**src/rtl/d_phy_pkg.sv**
```systemverilog
// Shared definitions for the HS-only D-PHY data-lane transmitter.
package d_phy_pkg;

   localparam logic [7:0] SYNC_BYTE      = 8'hB8;
   localparam int         BITS_PER_CLOCK = 2;

   typedef enum logic [2:0] {
      IDLE    = 3'd0,
      HS_ZERO = 3'd1,
      SYNC    = 3'd2,
      DATA    = 3'd3,
      TRAILER = 3'd4,
      POST    = 3'd5
   } tx_state_t;

   function automatic int max3(input int a, input int b, input int c);
      int m;
      m = (a > b) ? a : b;
      return (m > c) ? m : c;
   endfunction

endpackage

```
**src/rtl/d_phy_byte_serializer.sv**
```systemverilog
// Byte serializer: presents two bits per clock, LSB first.
// On load the first pair comes straight from load_data so the lane can go
// from the previous byte's last pair to this byte's first pair with no gap;
// the remaining bits are held in pending and shifted out on advance.
module d_phy_byte_serializer
   import d_phy_pkg::*;
(
   input  logic       clock_p,
   input  logic       reset,
   input  logic       load,
   input  logic       advance,
   input  logic [7:0] load_data,
   output logic       pair_h,
   output logic       pair_l
);

   localparam int REM_W = 8 - BITS_PER_CLOCK;

   logic [REM_W-1:0] pending;

   // pair to be sent on the coming clock
   always_comb begin
      pair_h = load ? load_data[0] : pending[0];
      pair_l = load ? load_data[1] : pending[1];
   end

   // hold the not-yet-sent bits of the current byte
   always_ff @(posedge clock_p) begin
      if (reset) begin
         pending <= '0;
      end else if (load) begin
         pending <= load_data[7:BITS_PER_CLOCK];
      end else if (advance) begin
         pending <= pending >> BITS_PER_CLOCK;
      end
   end

endmodule

```
**src/rtl/d_phy_transmitter.sv**
```systemverilog
// HS-only D-PHY data-lane transmitter.
// Burst framing: HS-zero, sync byte 0xB8, payload bytes LSB-first, HS-trail,
// then clock-post with the lane clock still running and the driver off.
// Optional build macro D_PHY_TX_DISPLAY_EN: prints each transferred byte
// ("%h") in simulation, matching the receiver's per-byte log. Hardware is
// identical with or without it.
//
// state   | meaning
// --------+--------------------------------------------------------------
// IDLE    | driver off, lane clock off, waiting for in_valid
// HS_ZERO | driver on, pair 00 for ZERO_CYCLES clocks
// SYNC    | four clocks of sync byte 0xB8, byte request on slot 3
// DATA    | four clocks per payload byte, next byte requested on slot 3
// TRAILER | inverted last bit on both lines for TRAIL_CYCLES clocks
// POST    | driver off, lane clock on for CLK_POST_CYCLES clocks
module d_phy_transmitter
   import d_phy_pkg::*;
#(
   parameter int ZERO_CYCLES     = 16,
   parameter int TRAIL_CYCLES    = 4,
   parameter int CLK_POST_CYCLES = 8
) (
   input  logic       clock_p,
   input  logic       reset,
   input  logic [7:0] in_data,
   input  logic       in_valid,
   output logic       in_ready,
   output logic       data_h,
   output logic       data_l,
   output logic       hs_active,
   output logic       clock_enable,
   output logic       busy
);

   localparam int CNT_W = $clog2(max3(ZERO_CYCLES, TRAIL_CYCLES, CLK_POST_CYCLES) + 1);

   localparam logic [CNT_W-1:0] ZERO_LOAD  = CNT_W'(ZERO_CYCLES - 1);
   localparam logic [CNT_W-1:0] TRAIL_LOAD = CNT_W'(TRAIL_CYCLES - 1);
   localparam logic [CNT_W-1:0] POST_LOAD  = CNT_W'(CLK_POST_CYCLES - 1);

   localparam logic [2:0] S_IDLE    = IDLE;
   localparam logic [2:0] S_HS_ZERO = HS_ZERO;
   localparam logic [2:0] S_SYNC    = SYNC;
   localparam logic [2:0] S_DATA    = DATA;
   localparam logic [2:0] S_TRAILER = TRAILER;
   localparam logic [2:0] S_POST    = POST;

   logic [2:0]       state, state_nxt;
   logic [CNT_W-1:0] cnt, cnt_nxt;
   logic [1:0]       slot, slot_nxt;
   logic             h_nxt, l_nxt, hs_nxt, ce_nxt;
   logic             ser_load, ser_advance;
   logic [7:0]       ser_data;
   logic             ser_h, ser_l;
   logic             slot_last;

   assign slot_last = (slot == 2'd3);
   assign in_ready  = ((state == S_SYNC) || (state == S_DATA)) && slot_last;
   assign busy      = (state != S_IDLE);

   d_phy_byte_serializer u_ser (
      .clock_p   (clock_p),
      .reset     (reset),
      .load      (ser_load),
      .advance   (ser_advance),
      .load_data (ser_data),
      .pair_h    (ser_h),
      .pair_l    (ser_l)
   );

   // next state and the output values that go with it, so the registered
   // outputs always describe the state they are registered alongside
   always_comb begin
      state_nxt   = state;
      cnt_nxt     = cnt;
      slot_nxt    = slot;
      h_nxt       = 1'b0;
      l_nxt       = 1'b0;
      hs_nxt      = 1'b0;
      ce_nxt      = 1'b0;
      ser_load    = 1'b0;
      ser_advance = 1'b0;
      ser_data    = SYNC_BYTE;
      case (state)
         S_IDLE: begin
            if (in_valid) begin
               state_nxt = S_HS_ZERO;
               cnt_nxt   = ZERO_LOAD;
               hs_nxt    = 1'b1;
               ce_nxt    = 1'b1;
            end
         end
         S_HS_ZERO: begin
            hs_nxt = 1'b1;
            ce_nxt = 1'b1;
            if (cnt == '0) begin
               state_nxt = S_SYNC;
               slot_nxt  = 2'd0;
               ser_load  = 1'b1;
               ser_data  = SYNC_BYTE;
               h_nxt     = ser_h;
               l_nxt     = ser_l;
            end else begin
               cnt_nxt = cnt - 1'b1;
            end
         end
         S_SYNC, S_DATA: begin
            hs_nxt = 1'b1;
            ce_nxt = 1'b1;
            if (!slot_last) begin
               slot_nxt    = slot + 2'd1;
               ser_advance = 1'b1;
               h_nxt       = ser_h;
               l_nxt       = ser_l;
            end else if (in_valid) begin
               state_nxt = S_DATA;
               slot_nxt  = 2'd0;
               ser_load  = 1'b1;
               ser_data  = in_data;
               h_nxt     = ser_h;
               l_nxt     = ser_l;
            end else begin
               // data_l currently carries bit 7 of the byte just sent
               state_nxt = S_TRAILER;
               cnt_nxt   = TRAIL_LOAD;
               h_nxt     = ~data_l;
               l_nxt     = ~data_l;
            end
         end
         S_TRAILER: begin
            ce_nxt = 1'b1;
            if (cnt == '0) begin
               state_nxt = S_POST;
               cnt_nxt   = POST_LOAD;
            end else begin
               cnt_nxt = cnt - 1'b1;
               hs_nxt  = 1'b1;
               h_nxt   = data_h;
               l_nxt   = data_l;
            end
         end
         S_POST: begin
            if (cnt == '0) begin
               state_nxt = S_IDLE;
            end else begin
               cnt_nxt = cnt - 1'b1;
               ce_nxt  = 1'b1;
            end
         end
         default: begin
            state_nxt = S_IDLE;
         end
      endcase
   end

   // state, counters and registered lane outputs
   always_ff @(posedge clock_p) begin
      if (reset) begin
         state        <= S_IDLE;
         cnt          <= '0;
         slot         <= 2'd0;
         data_h       <= 1'b0;
         data_l       <= 1'b0;
         hs_active    <= 1'b0;
         clock_enable <= 1'b0;
      end else begin
         state        <= state_nxt;
         cnt          <= cnt_nxt;
         slot         <= slot_nxt;
         data_h       <= h_nxt;
         data_l       <= l_nxt;
         hs_active    <= hs_nxt;
         clock_enable <= ce_nxt;
      end
   end

`ifdef D_PHY_TX_DISPLAY_EN
   // per-byte log in the receiver's format so the two logs can be diffed
   always @(posedge clock_p) begin
      if (!reset && in_valid && in_ready) begin
         $display("%h", in_data);
      end
   end
`else
`endif

endmodule

```
**config.mk**
```make
export PLATFORM = sky130hd
export DESIGN_NAME = d_phy_transmitter
export DESIGN_NICKNAME = d
export VERILOG_FILES = /design/src/rtl/d_phy_pkg.sv /design/src/rtl/d_phy_byte_serializer.sv /design/src/rtl/d_phy_transmitter.sv
export SDC_FILE = /design/constraint.sdc
export NUM_CORES = 1
export LEC_CHECK = 0
export ABC_AREA = 1
export CORE_MARGIN = 5
export CORE_UTILIZATION = 40
export CTS_BUF_LIST = sky130_fd_sc_hd__clkbuf_8
export DETAILED_ROUTE_END_ITERATION = 7
export DONT_BUFFER_PORTS = 1
export GPL_TIMING_DRIVEN = 0
export MAX_ROUTING_LAYER = met4
export RECOVER_POWER = 100
export SYNTH_ARGS = -nofsm -noshare
export SYNTH_HDL_FRONTEND = slang
export SYNTH_SLANG_ARGS = --single-unit
export TNS_END_PERCENT = 10
```
**constraint.sdc**
```tcl
create_clock -name clock_p -period 1.35 [get_ports clock_p]
set_input_delay 0.135 -clock clock_p [delete_from_list [all_inputs] [get_ports clock_p]]
set_output_delay 0.135 -clock clock_p [all_outputs]
set_load 0.03 [all_outputs]
```
-- Yosys cells after proc, flatten, opt, wreduce, memory -nomap -nowiden
Cells that the tools add are included.
- add/sub/neg operators: 2
- equal/unequal tests: 14
- muxes and demuxes: 42
- bitwise logic cells: 1
- reduce and logical (&&, ||, !) cells: 15
- operators by type and width (kind ; count):
    5-bit two-way mux ; 5
    8-bit two-way mux ; 3
    5-bit one-hot mux with 4 select lines ; 1
    3-bit two-way mux ; 6
    1-bit two-way mux ; 15
    3-bit one-hot mux with 5 select lines ; 1
    2-bit inequality test (second input constant) ; 7
    6-bit two-way mux ; 2
    1-bit one-hot mux with 3 select lines ; 4
    5-bit AND reduction ; 2
    3-bit by 2-bit == test with 1-bit output (second input constant) ; 2
    3-bit == test (second input constant) ; 2
    2-bit two-way mux ; 3
    5-bit zero test ; 1
    5-bit by 1-bit subtractor with 5-bit output (second input constant) ; 1
    2-bit one-hot mux with 2 select lines ; 1
    2-bit nonzero test ; 2
    4-bit nonzero test ; 1
    2-bit OR reduction ; 2
    4-bit OR reduction ; 1
    3-bit by 1-bit == test with 1-bit output (second input constant) ; 1
    3-bit zero test ; 1
    3-bit inequality test (second input constant) ; 1
    3-bit AND reduction ; 1
    8 further kinds ; 8
- register bits after elaboration: 20
- bits of input ports: 11
- output and inout port bits: 6
- logic and storage cells: 82

-- Depth between registers and ports, before layout
Gate-level depths: netlist (run 1).
- depth after elaboration: 7
- depth in mapped cells: 12
- mapped depth without buffers: 12

-- Hierarchy
From an unflattened synthesis (run 1), not the netlist that was laid out.
- cells, all modules: 204
- area total of the unflattened synthesis: 1290.0 sq um
- modules (own cells, without submodules) (module ; times used ; cells each ; area an instance (sq um) ; seq. area each (sq um)):
    d_phy_transmitter ; 1 ; 157 ; 985.9 ; 280.3
    d_phy_byte_serializer ; 1 ; 47 ; 304.0 ; 120.1

-- Worst setup path before layout (run 1)
Ideal clock, no wire load.
- path type: reg-to-reg
- from: reg cnt[0]
- to: reg slot[0]
- library setup time: 0.109 ns
- arrival time: 1.303 ns
- required time: 1.241 ns
- setup slack: -0.062 ns
- stages on the path, launching flop included: 12
- path buffers: 0
- period minus slack after synthesis: 1.412 ns
- cell sequence: dfxtp_1 -> inv_1 -> ha_1 -> nand3_2 -> o21ai_2 -> inv_2 -> nand2_2 -> inv_2 -> nand2_1 -> o21ai_1 -> nand2_1 -> inv_1
- word-level cells in the longest chain between the ends: 3
- RTL lines (what ; RTL line ; source):
    from (decl) ; d_phy_transmitter.sv:49 ; logic [CNT_W-1:0] cnt, cnt_nxt;
    from (signal assigned) ; d_phy_transmitter.sv:168 ; cnt <= cnt_nxt;
    5-bit zero test ; d_phy_transmitter.sv:96 ; if (cnt == '0) begin
    2-bit inequality test (no source line) ; n/a ;
    3-bit AND reduction (no source line) ; n/a ;
    to (signal assigned) ; d_phy_transmitter.sv:169 ; slot <= slot_nxt;
    to (decl) ; d_phy_transmitter.sv:50 ; logic [1:0] slot, slot_nxt;
Every way passes these cells.
A chain may end at the register's enable or synchronous reset.

-- Worst setup path in the final report (run 1)
Same ends and word-level chain as after synthesis.

==> results of run 1 <==
stage by stage:
step,instances,setup WS [ps]
after floorplan,164,-9.33
after global placement,195,-196
after detailed placement,195,-228
after CTS,205,-71.7
after global routing,210,-195
final,210,-94.0
power breakdown:
group / switching, W / total [W] / internal, W
clock: 0.000216 / 0.000612 / 0.000396
combinational: 0.00110 / 0.00185 / 0.000759
sequential: 0.000219 / 0.00101 / 0.000790
worst paths after layout:
kind              cells after the start        startpoint          endpoint
setup reg to reg                     11            cnt[0]           slot[0]
hold / removal                        2        in_data[6]  u_ser.pending[4]
setup / recovery                     11            cnt[0]           slot[0]
hold reg to reg                       2  u_ser.pending[1]  u_ser.pending[1]
layout make-up:
class,instances,area share
Multi-Input combinational cell,118,0.498
Timing Repair Buffer,11,0.0613
Clock buffer,3,0.0285
Tap cell,31,0.0267
Sequential cell,20,0.287
Buffer,2,0.0104
Inverter,24,0.0673
Clock inverter,1,0.0207
worst max-delay path, stage by stage, from the launching register on:
cell     delay [ps]
dfxtp_2         340
inv_2            80
ha_4            170
nand3_4         110
o21ai_4         210
inv_2            90
nand2_4         100
inv_6            50
nand2_2          50
o21ai_2          40
nand2_1          50
inv_1            40
state kept, by name, indices dropped and copies added (netlist names):
register,flops
state,3
u_ser.pending,6
data_h,1
hs_active,1
slot,2
clock_enable,1
cnt,5
data_l,1
placed cells by master, fill, tap and decap left out, drive strengths merged, types with 4 or more instances in the layout:
master / count
buf: 11
inv: 24
nand3: 11
nor2: 20
a21oi: 13
o21ai: 20
clkbuf: 4
dfxtp: 20
nand2: 43
cells by family (layout without fill, tap and decap cells):
group                    count (synthesis)  after routing  share of synthesized area
buffers and inverters                   26             41                     0.0950
AO/OA/AOI/OAI                           36             36                      0.174
XOR/XNOR                                 2              2                     0.0158
adder cells (fa/ha/maj)                  2              2                     0.0226
flip-flops                              20             20                      0.362
AND/OR/NAND/NOR                         78             78                      0.330
what timing repair did:
action	in CTS	in global routing
gates resized for setup	32	15
hold buffers	1	0
buffers inserted	5	5
gates cloned	0	0
hold endpoints to repair	1	0
pin swaps	5	6
endpoints found under the setup margin	19	18
per-layer routing:
metal | vias to the layer above | GRT usage | wire length, um
met5 | - | - | 0
met4 | 0 | 0.0557 | 73
met3 | 8 | 0.0324 | 143
met2 | 30 | 0.246 | 1380
met1 | 499 | 0.191 | 1250
li1 | 556 | - | -
==> results.md, run 1 <==
| Metric | Reported |
|:---|:---|
| Post-layout min period | 1440 ps |
| Post-layout net count | 193 |
| Tcrit/Tclk final | 1.07 |
| Multi-input combinational cell area | 722 sq um |
| Summed area of non-filler cells in the final layout | 1450 sq um |
| Status | complete, but fails checks |
| Gate count after technology mapping | 164 |
| Pin count of the biggest net entering global routing | 13 |
| Vias in the first global route | 1036 |
| Initial antenna violation count | 0 |
| Num Clock Sinks | 20 |
| Setup repair after global routing missed its margin | true |
| Routed WL | 2.85 mm |
| Static leakage | 0.623 nW |
| Router iterations before antenna repair | 4 |
| Via density per instance | 5.20 |
| Critical path required time | 1520 ps |
| Violations in the final reports | setup timing |
| Critical path peak fanout | 8 |
| FF/Latch Area | 417 sq um |
| Global-route wire length before repair | 4.85 mm |
| Class of the worst hold path | primary input to register |
| WP data arrival | 1610 ps |
| Clk_lat worst skew | 260 ps |
| Final RePlAce weighted congestion | 0.930 |
| Routed wire per std cell | 13.6 um |
| CTS Buf Count | 3 |
| Yosys warning count | 0 |
| Nature of the critical path startpoint | register |
| Area share of the largest cell type after synthesis | 0.362 |
| Total setup violations reported at the end of the flow | 16 |
| Number of synthesized flops with an enable pin | 0 |
| Util after Layout | 0.535 |
| Cell area after synthesis | 1110 sq um |
| Diode insertion count for antenna repair | 0 |
| Fill cells | 261 |
| Synth async-reset ratio | 0 |
| IO buf count | 0 |
| Final Hold Fails | 0 |
| Top post-synthesis cells by area | dfxtp_1 (36%), nand2_1 (14%), inv_1 (7.1%) |
| Total power density per cell area | 2400 nW/um^2 |
| Area of the core | 2710 sq um |
| Clock skew | 3.06 ps |
| Fmax achieved | 0.693 GHz |
| Internal reg-to-reg setup slack | -90 ps |
| Sum Neg Setup Slack | -866 ps |
| TritonCTS clock tree | yes |
| Number of primary I/O pins | 17 |
| 1st-iter DRT viols | 76 |
| Share of final-layout standard cells stronger than drive strength 1 | 0.341 |
| GR Overflow Total | 0 |
| Max rail drop VDD | 1.40 mV |
| Cell area after placement | 1160 sq um |
| Clock-pin slew of the registers on the worst-case setup and hold paths | 80 ps |
| Kind of critical path | register to register |
| Final worst setup slack | -94.0 ps |
| Yosys cell types | 26 |
| Number of maximum-capacitance constraint violations | 0 |
| Max Buffers Root-to-Sink | 2 |
| Flops & latches, synth | 20 |
| Final HPWL from detailed placement | 1.92 mm |
| Placement row count | 19 |
| Number of vias in the routed layout | 1093 |
| Hold_ws | 28.2 ps |
| Synth Flop Type | dfxtp_1 |
| Effective utilization at floorplan | 0.408 |
| Clock tree root buffer cell | clkbuf_8 |
| DIE WIDTH | 62.6 um |
| Worst-margin pin slew | 491 ps |
| Most common cell in the netlist | nand2_1 |
| Critical Path End Type | register |
| Total number of H-tree levels | 1 |
| Aggregate global-route resource usage | 0.154 |
| Synth top cells by count | nand2_1 (40), inv_1 (21), dfxtp_1 (20) |
| Die area | 3920 sq um |
| Max-slew violation count | 0 |
| Area leader, netlist | dfxtp_1 |
| Sequential share of the synthesized area | 0.362 |
| Post-synth net total | 177 |
| Average cell area after synthesis | 6.74 sq um |
| Max-slew headroom at the worst pin | 0.673 |
| Antenna violation net count after detailed routing | 0 |
| Die height | 62.6 um |
| # DRC | 0 |
| Area growth from synthesis to layout | 31.1% |
| Post-layout total power | 0.00348 W |
(Power assumes the default switching activity.)
==> inputs of run 2 (changes only) <==
Settings changed: CTS_BUF_LIST sky130_fd_sc_hd__clkbuf_8 to sky130_fd_sc_hd__clkbuf_16.
==> run 2 against run 1 <==
  * The run still ends with setup timing left
  * Sequential cell count unchanged
  * Worst hold slack improved by 9.6 ps
  * Sequential share of layout area down 2.0 points
  * Clock skew hardly changed
  * Setup slack worse by 12 ps
  * Non-clock buffer count up 6
  * Maximum frequency shrank 0.81%
  * Sequential power is essentially flat
  * Critical path type unchanged
  * Die area did not move
  * Largest cell class unchanged
  * Global-route usage rose by 0.076 points
==> results.md, run 2 (synthesized netlist as in run 1, its figures left out) <==
| Metric | Reported |
|:---|:---|
| Critical path peak fanout | 5 |
| Area of the core | 2710 sq um |
| GR Overflow Total | 0 |
| Antenna violation net count after detailed routing | 0 |
| DIE WIDTH | 62.6 um |
| Switching power as a share of total power | 0.422 |
| Number of primary I/O pins | 17 |
| Number of standard cells in the layout, taps in and fillers out | 216 |
| Final HPWL from detailed placement | 1.92 mm |
| Pin count of the biggest net entering global routing | 13 |
| Combinational fraction of design power | 0.519 |
| Nature of the critical path startpoint | register |
| Vias in the first global route | 1105 |
| Cell area after placement | 1160 sq um |
| Post-layout net count | 199 |
| Status | complete, but fails checks |
| Class of the worst hold path | primary input to register |
| WP data arrival | 1600 ps |
| CTS Buf Count | 3 |
| Violations in the final reports | setup timing |
| Capture point of the worst reg-to-reg path | cnt[0] |
| Via density per instance | 5.24 |
| Placed Cells | 195 |
| Cells on worst reg2reg path | 8 |
| Sequential share of power | 0.265 |
| Post-layout total power | 0.00382 W |
| Number of vias in the routed layout | 1132 |
| Clock-pin slew of the registers on the worst-case setup and hold paths | 60 ps |
| Die height | 62.6 um |
| Initial antenna violation count | 0 |
| Switching component of the power | 0.00161 W |
| Largest registers | u_ser.pending x6, cnt x5, state x3 |
| Die area | 3920 sq um |
| Number of maximum-capacitance constraint violations | 0 |
| Share of final-layout standard cells stronger than drive strength 1 | 0.395 |
| Kind of critical path | register to register |
| Clock power share | 0.216 |
| Routed wire per std cell | 14.1 um |
| Total power density per cell area | 2440 nW/um^2 |
| Global-route wire length before repair | 4.87 mm |
| IO buf count | 0 |
| Max-slew violation count | 0 |
| Internal reg-to-reg setup slack | -110 ps |
| Final Hold Fails | 0 |
| Worst setup timing slack at the placement stage | -228 ps |
| Placement row count | 19 |
| Clk_lat worst skew | 260 ps |
| Summed area of non-filler cells in the final layout | 1560 sq um |
| Clock tree root buffer cell | clkbuf_16 |
| Post-layout min period | 1460 ps |
| Worst-margin pin slew | 497 ps |
| R2R Path Start | slot[0] |
| Area growth from synthesis to layout | 41.4% |
| Num Clock Sinks | 20 |
| Tcrit/Tclk final | 1.08 |
| # DRC | 0 |
| 1st-iter DRT viols | 55 |
| Hold worst-path end | u_ser.pending[4] |
| Static leakage | 0.675 nW |
| Max-slew headroom at the worst pin | 0.669 |
| Fill cells | 236 |
| Setup repair after global routing missed its margin | true |
| Commonest non-fill, non-tap cell in the layout | nand2_1 |
| TritonCTS clock tree | yes |
| Leading cell types in the layout, fill and taps excluded | nand2_1 (32), buf_4 (14), inv_1 (12), dfxtp_1 (12) |
| Effective utilization at floorplan | 0.408 |
| Total setup violations reported at the end of the flow | 18 |
| HP Start | in_data[6] |
| Flip-flop count of the largest register after layout | 6 |
| Router iterations before antenna repair | 4 |
| Critical path required time | 1490 ps |
| Clock skew | 3.07 ps |
| Hold Path Stages | 2 |
| Critical Path End Type | register |
| Routed WL | 3.05 mm |
| Cell internal power dissipation | 0.00221 W |
| Fmax achieved | 0.687 GHz |
| Total number of H-tree levels | 1 |
| Aggregate global-route resource usage | 0.155 |
| Final RePlAce weighted congestion | 0.930 |
| Largest register by flop count | u_ser.pending |
| Diode insertion count for antenna repair | 0 |
| Final worst setup slack | -106 ps |
| Max Buffers Root-to-Sink | 2 |
| Max rail drop VDD | 2.01 mV |
run 2: cell types whose count changed in the layout (fill, tap and decap cells not counted), sizes merged:
cell	before	now
buf	11	17
clkinvlp	0	1
inv	24	23
run 2: power by group through the flow:
stage | Combinational (W) | Clock [W] | Sequential, W
after global routing | 0.00220 | 0.000865 | 0.00103
after detailed placement | 0.00138 | 0 | 0.000955
after global placement | 0.00134 | 0 | 0.000953
final | 0.00198 | 0.000827 | 0.00101
after CTS | 0.00173 | 0.000838 | 0.000997
after floorplan | 0.00114 | 0 | 0.000927
run 2: per-layer routing:
layer / track usage / part of all wire / vias up
met5: - / 0 / -
met4: 0.0504 / 0.019 / 0
met1: 0.177 / 0.44 / 528
met2: 0.259 / 0.49 / 27
li1: - / - / 569
met3: 0.0432 / 0.050 / 8
run 2: how the worst max path moves through the flow:
stage          slack, ps     from      end  cells after the start
2_1_floorplan         -9   cnt[1]  slot[0]                     11
3_3_place_gp        -200   cnt[1]  slot[0]                     11
3_5_place_dp        -230   cnt[1]  slot[0]                     11
4_1_cts              -60  slot[0]   cnt[4]                      8
5_1_grt             -190  slot[0]   cnt[0]                      8
6_report            -110  slot[0]   cnt[0]                      8
run 2: worst max-delay path, cell delays in order, from the launching register on:
cell and delay [ps]:
dfxtp_4 360, ha_4 160, clkinvlp_4 120, nand2_4 150, nand2_2 90, a21oi_2 130
nand3_2 130, nor3_2 140, nor2_1 60
run 2: through the flow:
stage / utilization / TNS (ps) / hold WS, ps
2_1_floorplan: - / -9.33 / 204
3_3_place_gp: 0.427 / -1900 / 210
3_5_place_dp: 0.427 / -2470 / 212
4_1_cts: 0.532 / -371 / 36.1
5_1_grt: 0.577 / -2290 / 55.5
6_report: 0.577 / -824 / 37.7
run 2: area by class of cell:
cell class                 instances  area [sq um]  area share
clock inverter                     1          30.0      0.0192
sequential                        20           418       0.267
clock buffer                       3          75.1      0.0480
buffer                             2          15.0     0.00960
multi-input combinational        118           739       0.473
inverter                          24           101      0.0648
timing repair buffer              17           146      0.0936
tap                               31          38.8      0.0248
run 2: timing repair:
action	CTS	global route
endpoints found under the hold margin	1	0
buffers inserted	8	8
resized for setup	36	18
gates cloned	0	0
hold buffers	1	0
setup endpoints to repair	19	18
pin swaps	10	11
==> inputs of run 3 (changes only) <==
Settings changed: CORE_UTILIZATION 40 to 45, SYNTH_HIERARCHICAL from default to 1, TNS_END_PERCENT 10 to 100.
==> run 3 against run 2 <==
  * The run still ends with setup timing left
  * Highest routed layer unchanged
  * Register-to-register slack worse by 40 ps
  * Maximum frequency down 2.5%
  * Global-route usage up 1.1 points
  * Count of clock-buffer cells in the layout is the same
  * Critical path type unchanged
  * Critical endpoint is now data_h
==> results.md, run 3 <==
| Metric | Reported |
|:---|:---|
| Yosys cell types | 27 |
| Tcrit/Tclk final | 1.11 |
| Area leader, netlist | dfxtp_1 |
| Sequential share of power | 0.257 |
| Final HPWL from detailed placement | 2.03 mm |
| Number of vias in the routed layout | 1323 |
| DIE WIDTH | 63.5 um |
| Clk_lat worst skew | 250 ps |
| IO buf count | 0 |
| Aggregate global-route resource usage | 0.166 |
| Num Clock Sinks | 20 |
| Fmax achieved | 0.669 GHz |
| Critical path peak fanout | 5 |
| Via density per instance | 5.03 |
| Number of synthesized flops with an enable pin | 0 |
| Static leakage | 0.851 nW |
| Commonest non-fill, non-tap cell in the layout | nand2_1 |
| Clock-pin slew of the registers on the worst-case setup and hold paths | 60 ps |
| Max Buffers Root-to-Sink | 2 |
| Hold_ws | 56.0 ps |
| Clock skew | 1.20 ps |
| Leading cell types in the layout, fill and taps excluded | nand2_1 (49), inv_1 (24), nor2_1 (24), buf_4 (24) |
| Share of final-layout standard cells stronger than drive strength 1 | 0.358 |
| Post-layout total power | 0.00373 W |
| Number of primary I/O pins | 17 |
| Placed Cells | 235 |
| # DRC | 0 |
| Critical Path End Type | register |
| Worst-margin pin slew | 415 ps |
| Post-layout min period | 1490 ps |
| Number of maximum-capacitance constraint violations | 0 |
| Vias in the first global route | 1248 |
| Top post-synthesis cells by area | dfxtp_1 (31%), nand2_1 (17%), inv_1 (8.7%) |
| Routed WL | 3.27 mm |
| Setup repair after global routing missed its margin | true |
| Sequential share of the synthesized area | 0.310 |
| Pin count of the biggest net entering global routing | 11 |
| Total power density per cell area | 2140 nW/um^2 |
| Total setup violations reported at the end of the flow | 13 |
| CTS Buf Count | 3 |
| 1st-iter DRT viols | 42 |
| Largest register by flop count | u_ser/pending |
| Final worst setup slack | -144 ps |
| Area of the core | 2760 sq um |
| Synth async-reset ratio | 0 |
| Summed area of non-filler cells in the final layout | 1750 sq um |
| Class of the worst hold path | primary input to register |
| Cell area after placement | 1350 sq um |
| Max-slew violation count | 0 |
| Die height | 63.5 um |
| Placement row count | 19 |
| Cell area after synthesis | 1290 sq um |
| Synth top cells by count | nand2_1 (59), inv_1 (30), nor2_1 (28) |
| GR Overflow Total | 0 |
| Router iterations before antenna repair | 4 |
| Initial antenna violation count | 0 |
| Clock tree root buffer cell | clkbuf_16 |
| Kind of critical path | register to register |
| Antenna violation net count after detailed routing | 0 |
| Nature of the critical path startpoint | register |
| TritonCTS clock tree | yes |
| Clock power share | 0.163 |
| Flip-flop count of the largest register after layout | 6 |
| Cell internal power dissipation | 0.00208 W |
| Max-slew headroom at the worst pin | 0.722 |
| Synth Flop Type | dfxtp_1 |
| Post-synth net total | 218 |
| Post-layout net count | 248 |
| Gate count after technology mapping | 204 |
| Total number of H-tree levels | 1 |
| Switching component of the power | 0.00165 W |
| Largest registers | u_ser/pending x6, cnt x5, state x3 |
| Status | complete, but fails checks |
| Yosys warning count | 6 |
| Area growth from synthesis to layout | 35.3% |
| Routed wire per std cell | 12.4 um |
| Critical path required time | 1550 ps |
| Final Hold Fails | 0 |
| Effective utilization at floorplan | 0.468 |
| Average cell area after synthesis | 6.32 sq um |
| Number of standard cells in the layout, taps in and fillers out | 263 |
| WP data arrival | 1690 ps |
| Global-route wire length before repair | 5.39 mm |
| Die area | 4040 sq um |
| Combinational fraction of design power | 0.580 |
| Switching power as a share of total power | 0.443 |
| Final RePlAce weighted congestion | 0.867 |
| Violations in the final reports | setup timing |
| Area share of the largest cell type after synthesis | 0.310 |
| Max rail drop VDD | 1.47 mV |
| Most common cell in the netlist | nand2_1 |
| Flops & latches, synth | 20 |
| Diode insertion count for antenna repair | 0 |
-- run 3: cell count changes in the layout (fill, tap and decap cells not counted), moves of 4 or more --
cell     delta
nand2_1    +17
nor2_1     +13
inv_1      +12
buf_4      +10
a21oi_1     -6
o21ai_1     -6
nand3_1     +4
-- run 3: cells by family (layout without fill, tap and decap cells) --
group / count (synthesis) / in the layout / synth area share
fa+ha+maj: 3 / 3 / 0.0291
flops: 20 / 20 / 0.310
compound gates: 23 / 23 / 0.102
simple gates: 118 / 118 / 0.423
xor+xnor: 2 / 2 / 0.0136
buf+inv: 38 / 66 / 0.122
-- run 3: layout make-up --
cell class	count	area, sq um
Tap cell	31	38.8
Sequential cell	20	413
Timing Repair Buffer	26	210
Inverter	36	146
Buffer	1	11.3
Multi-Input combinational cell	146	851
Clock buffer	3	75.1
Fill cell	255	1010
-- run 3: worst max-delay path, stage by stage (launching register included) --
cell	delay, ps
dfxtp_2	310
inv_2	60
ha_4	150
nand2_4	50
nor2_4	110
nand2_2	90
nand2_4	100
buf_4	120
nand2_1	50
nand2_2	80
nand2_2	50
nand2_1	60
nand2_1	40
nand3_1	60
nand2_1	50
inv_1	50
-- run 3: per-layer routing --
layer | global-route usage | share of wire | vias to the layer above | wire [um]
met2 | 0.283 | 0.52 | 25 | 1700
met3 | 0.0249 | 0.026 | 2 | 86
met4 | 0.0519 | 0.0055 | 0 | 18
met5 | - | 0 | - | 0
met1 | 0.199 | 0.45 | 611 | 1470
li1 | - | - | 685 | -
-- run 3: stage by stage --
stage | TNS, ps | utilization | setup WS [ps]
after floorplan | -267 | - | -142
after global placement | -1090 | 0.489 | -339
after detailed placement | -1220 | 0.489 | -343
after CTS | -803 | 0.586 | -163
after global routing | -2490 | 0.633 | -284
final | -789 | 0.633 | -144
-- run 3: power by group through the flow --
| stage | clock network [W] | logic [W] | registers, W |
|---|---|---|---|
| 6_report | 0.000607 | 0.00216 | 0.000958 |
| 5_1_grt | 0.000649 | 0.00242 | 0.000979 |
| 4_1_cts | 0.000613 | 0.00187 | 0.000932 |
| 3_5_place_dp | 0 | 0.00155 | 0.000915 |
| 3_3_place_gp | 0 | 0.00152 | 0.000915 |
| 2_1_floorplan | 0 | 0.00130 | 0.000892 |
-- run 3: final timing paths --
path	start	endpoint	slack, ps	depth (start not counted)
worst max-delay path	cnt[1]	data_h	-140	15
worst min-delay path	reset	u_ser/pending[2]	60	3
worst max register to register	cnt[1]	data_h	-140	15
worst min register to register	u_ser/pending[4]	u_ser/pending[4]	470	2
-- run 3: what timing repair did --
| action | CTS | global route |
|---|---|---|
| gates cloned | 0 | 0 |
| gates resized for setup | 19 | 26 |
| pin swaps | 14 | 10 |
| setup endpoints to repair | 12 | 18 |
| setup buffers | 17 | 8 |
| hold buffers | 1 | 0 |
| endpoints found under the hold margin | 8 | 0 |
